File: src/rtl/reg_file_wb.sv
// reg_file_wb
//   Register file at the receiving end of the writeback path. It stores the
//   selected writeback word (ALU result, load data or link address) into the
//   destination register on the rising clock edge. It serves two combinational
//   decode-stage read ports with same-cycle write-through bypass. A
//   per-register load scoreboard raises a load-use stall to the hazard unit.
//
// Ports
//   clk, rst            clock (rising edge) / asynchronous active-high reset
//   wb_en/num/data      writeback strobe, destination register, word
//   rs_num -> rs_data   read port A (combinational, bypassed)
//   rt_num -> rt_data   read port B (combinational, bypassed)
//   ld_issue, ld_num    a load entered execute, and its destination register
//   flush               drops all outstanding loads from the scoreboard
//   stall               load-use hazard on rs or rt (combinational)
//   ld_pending          number of registers currently marked busy
//   link_valid          LINK_REG has been written since reset (sticky)

module reg_file_wb #(
   parameter int unsigned DATA_W   = 32,
   parameter int unsigned ADDR_W   = 5,
   parameter int unsigned LINK_REG = 31
) (
   input  logic              clk,
   input  logic              rst,
   input  logic              wb_en,
   input  logic [ADDR_W-1:0] wb_num,
   input  logic [DATA_W-1:0] wb_data,
   input  logic [ADDR_W-1:0] rs_num,
   input  logic [ADDR_W-1:0] rt_num,
   output logic [DATA_W-1:0] rs_data,
   output logic [DATA_W-1:0] rt_data,
   input  logic              ld_issue,
   input  logic [ADDR_W-1:0] ld_num,
   input  logic              flush,
   output logic              stall,
   output logic [ADDR_W:0]   ld_pending,
   output logic              link_valid
);

   localparam int unsigned NREG = 1 << ADDR_W;

   logic [DATA_W-1:0] regs_q [NREG];
   logic [DATA_W-1:0] regs_d [NREG];
   logic [NREG-1:0]   busy_q, busy_d;
   logic [ADDR_W:0]   ld_pending_q, ld_pending_d;
   logic              link_valid_q, link_valid_d;

   // Next-state: register write, scoreboard update, sticky link flag.
   always_comb begin
      regs_d       = regs_q;
      busy_d       = busy_q;
      link_valid_d = link_valid_q;
      ld_pending_d = '0;

      if (wb_en && wb_num != '0)
         regs_d[wb_num] = wb_data;

      // Clear first, then set: a load issued behind a completing one to the
      // same register keeps it busy. Flush overrides both.
      if (wb_en)
         busy_d[wb_num] = 1'b0;
      if (ld_issue && ld_num != '0)
         busy_d[ld_num] = 1'b1;
      if (flush)
         busy_d = '0;

      if (wb_en && wb_num == ADDR_W'(LINK_REG))
         link_valid_d = 1'b1;

      // Count is taken from the next busy vector so it stays in step with it.
      for (int unsigned i = 0; i < NREG; i++)
         ld_pending_d = ld_pending_d + (ADDR_W+1)'(busy_d[i]);
   end

   always_ff @(posedge clk or posedge rst) begin
      if (rst) begin
         regs_q       <= '{default: '0};
         busy_q       <= '0;
         ld_pending_q <= '0;
         link_valid_q <= 1'b0;
      end else begin
         regs_q       <= regs_d;
         busy_q       <= busy_d;
         ld_pending_q <= ld_pending_d;
         link_valid_q <= link_valid_d;
      end
   end

   // Read ports: bypass the same-cycle writeback; held at zero during reset so
   // a live writeback cannot leak through while the file is cleared.
   always_comb begin
      rs_data = '0;
      rt_data = '0;
      stall   = 1'b0;
      if (!rst) begin
         if (wb_en && wb_num == rs_num && rs_num != '0)
            rs_data = wb_data;
         else
            rs_data = regs_q[rs_num];

         if (wb_en && wb_num == rt_num && rt_num != '0)
            rt_data = wb_data;
         else
            rt_data = regs_q[rt_num];

         // A writeback this cycle resolves the hazard since the bypass
         // delivers the data.
         stall = (busy_q[rs_num] && rs_num != '0 && !(wb_en && wb_num == rs_num))
               | (busy_q[rt_num] && rt_num != '0 && !(wb_en && wb_num == rt_num));
      end
   end

   assign ld_pending = ld_pending_q;
   assign link_valid = link_valid_q;

endmodule

File: config.mk
export PLATFORM = sky130hd
export DESIGN_NAME = reg_file_wb
export DESIGN_NICKNAME = d
export VERILOG_FILES = /design/src/rtl/reg_file_wb.sv
export SDC_FILE = /design/constraint.sdc
export NUM_CORES = 2
export LEC_CHECK = 0
export CAP_MARGIN = 10
export CORE_ASPECT_RATIO = 1.5
export CORE_MARGIN = 3
export CORE_UTILIZATION = 50
export DETAILED_ROUTE_END_ITERATION = 16
export GPL_TIMING_DRIVEN = 0
export PLACE_DENSITY = 0.71
export SLEW_MARGIN = 5
export SYNTH_ARGS = -nofsm -noshare
export SYNTH_HDL_FRONTEND = slang
export SYNTH_SLANG_ARGS = --single-unit
export TNS_END_PERCENT = 1
File: constraint.sdc
create_clock -name clk -period 96.1 [get_ports clk]
set_clock_uncertainty 0.15 [all_clocks]
set_input_delay 9.61 -clock clk [delete_from_list [all_inputs] [get_ports clk]]
set_output_delay 9.61 -clock clk [all_outputs]
set_load 0.02 [all_outputs]
==> qor.csv <==
stage,metric,value,unit
run_status,status,"complete, no violations",
finish,area grow syn2layout,12.1,%
routing,1st-iter DRT viols,5793,
cts,H-tree Lvls,3,
cts,clock root buffer,clkbuf_16,
global_routing,gr ovfl total,0,
finish,share of layout cells above drive strength 1,41.9,%
yosys,synth top area cells,"dfrtp_1, mux2_2, mux4_2, mux2i_1, a211oi_1",
timing,Achievable Freq,0.0404,GHz
global_routing,Global Route Usage Sum,41.3,%
yosys,"Primary FF master, synth",dfrtp_1,
timing,Fin. Hold Viols,0,
cts,clk sinks,1063,
routing,WL final,256,mm
finish,nets,4982,
power,worst vdd ir,0.0000141,V
routing,ANT nets after route,0,
timing,Tcrit/Tclk final,25.7,%
place,port bufs,116,
routing,TritonRoute pass-1 iters,6,
global_routing,first-pass GRT wire length,351,mm
worst_hold_path,Hold WC Path Type,reg2reg,
timing,Sum Neg Setup Slack,0,ns
worst_hold_path,worst hold path depth,1,
flow_run,max_cap viols,0,
global_routing,vias in the first global route,45833,
yosys,post-synth top area share,44.9,%
cts,CTS resizes,0,
cts,Clock transition at path regs,0.06,ns
yosys,Syn Inst Count,4653,
floorplan,die width,287,um
cts,hold_buf cts,0,
finish,final non-filler cell total,6549,
yosys,post-synthesis sequential area ratio,44.9,%
cts,Post-CTS Setup Inserts,0,
critical_path,Reg2Reg Depth,16,
timing,final slew viol count,0,
floorplan,# IOs,129,
floorplan,chip height,428,um
finish,"most common cell after layout, fill and taps aside",mux2_2,
floorplan,initial core utilization,50.4,%
finish,most frequent cells in the layout,"mux2_2, dfrtp_1, clkbuf_1",
timing,relative slew slack,3.85,%
timing,Final Setup Violations,0,
yosys,"FF+latch count, synth",1063,
yosys,syn avg cell area,12.7,um2
critical_path,CP endpoint kind,output pin,
yosys,number of synthesized flops with an enable pin,0,
timing,RSZ-0062 raised after global routing,false,
floorplan,# rows,154,
routing,via density per instance,6.96,
critical_path,critical path class,in2out,
floorplan,DIE AREA,123000,um2
timing,worst-margin pin slew,1.44,ns
global_routing,antenna violations before repair,17,
routing,via count,45558,
power,power per cell area,20.0,nW/um2
timing,Tmin final,24.73,ns
cts,worst-skew pair later-pin latency,0.74,ns
routing,routed len/inst,39.0,um
floorplan,core footprint,118000,um2
place,final RePlAce weighted congestion,1.02,
place,cell count after placement,6343,
place,HPWL after detailed placement,184,mm
global_routing,largest net degree at the start of global routing,125,
yosys,post-synthesis instance area,59300,um2
critical_path,worst endpoint required time,86.34,ns
critical_path,startpoint types,primary input,
yosys,Yosys warning total,0,
yosys,"area leader, netlist",dfrtp_1,
power,Lkg Pwr,28.7,nW
cts,CTS tree,yes,
cts,clock buffer count from CTS,104,
critical_path,worst-path fanout max,10,
yosys,Yosys cell types,57,
critical_path,"Data arrival, critical path",14.97,ns
routing,Residual DRC,0,
cts,CTS max path bufs,3,
yosys,Post-Syn Nets,4741,
yosys,asr flop ratio synth,100,%
-- worst paths after layout --
check / startpoint / endpoint / slack (ns)
min: link_valid / link_valid / 0.32
max reg2reg: busy_q[23] / ld_pending[4] / 90.85
max in group asynchronous: rst / regs_q[916] / 83.68
min in group asynchronous: rst / regs_q[488] / 9.86
min reg2reg: link_valid / link_valid / 0.32
max: rs_num[0] / rs_data[11] / 71.37
-- cell families after synthesis --
group / after synthesis / synth area share, %
mux: 1781 / 37.4
flops: 1063 / 44.9
buf+inv: 548 / 4.54
simple gates: 594 / 5.01
compound gates: 623 / 7.03
fa+ha+maj: 31 / 0.958
xor+xnor: 13 / 0.192
-- synth_stat cells, types with 25 or more instances --
cell type and instances:
a211oi_1 187, a21oi_1 36, a22oi_1 32, buf_2 161, buf_4 67, clkbuf_1 224, dfrtp_1 1063, inv_1 47
mux2_2 1421, mux2i_1 147, mux4_2 205, nand2_1 80, nor2_1 188, nor2b_1 108, nor3_1 98, nor4_1 64
o21ai_0 85, o22ai_1 183, o31ai_1 25
-- through the flow --
| step | util (%) | cell area, um2 | total power, mW | worst slack (ns) | hold WS [ns] |
|---|---|---|---|---|---|
| finish | 56.5 | 66400 | 1.33 | 71.37 | 0.321 |
| global route | 56.5 | 66400 | 1.37 | 71.64 | 0.337 |
| CTS | 56.4 | 66300 | 1.32 | 71.87 | 0.324 |
| detailed placement | 53.4 | 62800 | 0.886 | 71.89 | 0.304 |
| global placement | 53.1 | 62400 | 0.875 | 41.22 | 0.301 |
| floorplan | - | 59300 | 0.788 | 52.96 | 0.292 |
-- registers in the layout, indices dropped and copies added (netlist names) --
register    cells
regs_q       1024
busy_q         32
ld_pending      6
link_valid      1
-- where the power goes --
part           switching, mW  internal (mW)  total (mW)
Sequential            0.0625          0.530       0.592
Combinational          0.143          0.155       0.299
Clock                  0.190          0.251       0.441
Total                  0.396          0.936        1.33
-- worst max-delay path, cell delays in order --
cell,delay (ns)
clkdlybuf4s50_1,0.53
buf_6,0.23
nor2_2,0.93
nand3b_1,0.27
nand4_1,0.78
clkbuf_1,1.04
nor2_1,0.08
a211oi_1,0.71
clkdlybuf4s50_1,0.75
-- layout make-up --
cell class	instances	area (um2)
antenna	12	30.0
buffer	501	2520
clock buffer	152	3150
clock inverter	37	435
fill	9957	51100
inverter	47	184
multi-input combinational	3042	30000
sequential	1063	26600
tap	1560	1950
timing repair buffer	135	1580
-- routing by layer --
layer  global-route usage [%]  share of wire, %
met1                     49.0                35
met2                     62.0                44
met3                     13.7                12
met4                     32.0               9.2
met5                        0             0.018
Note: power is estimated with default switching activity, not from simulation.
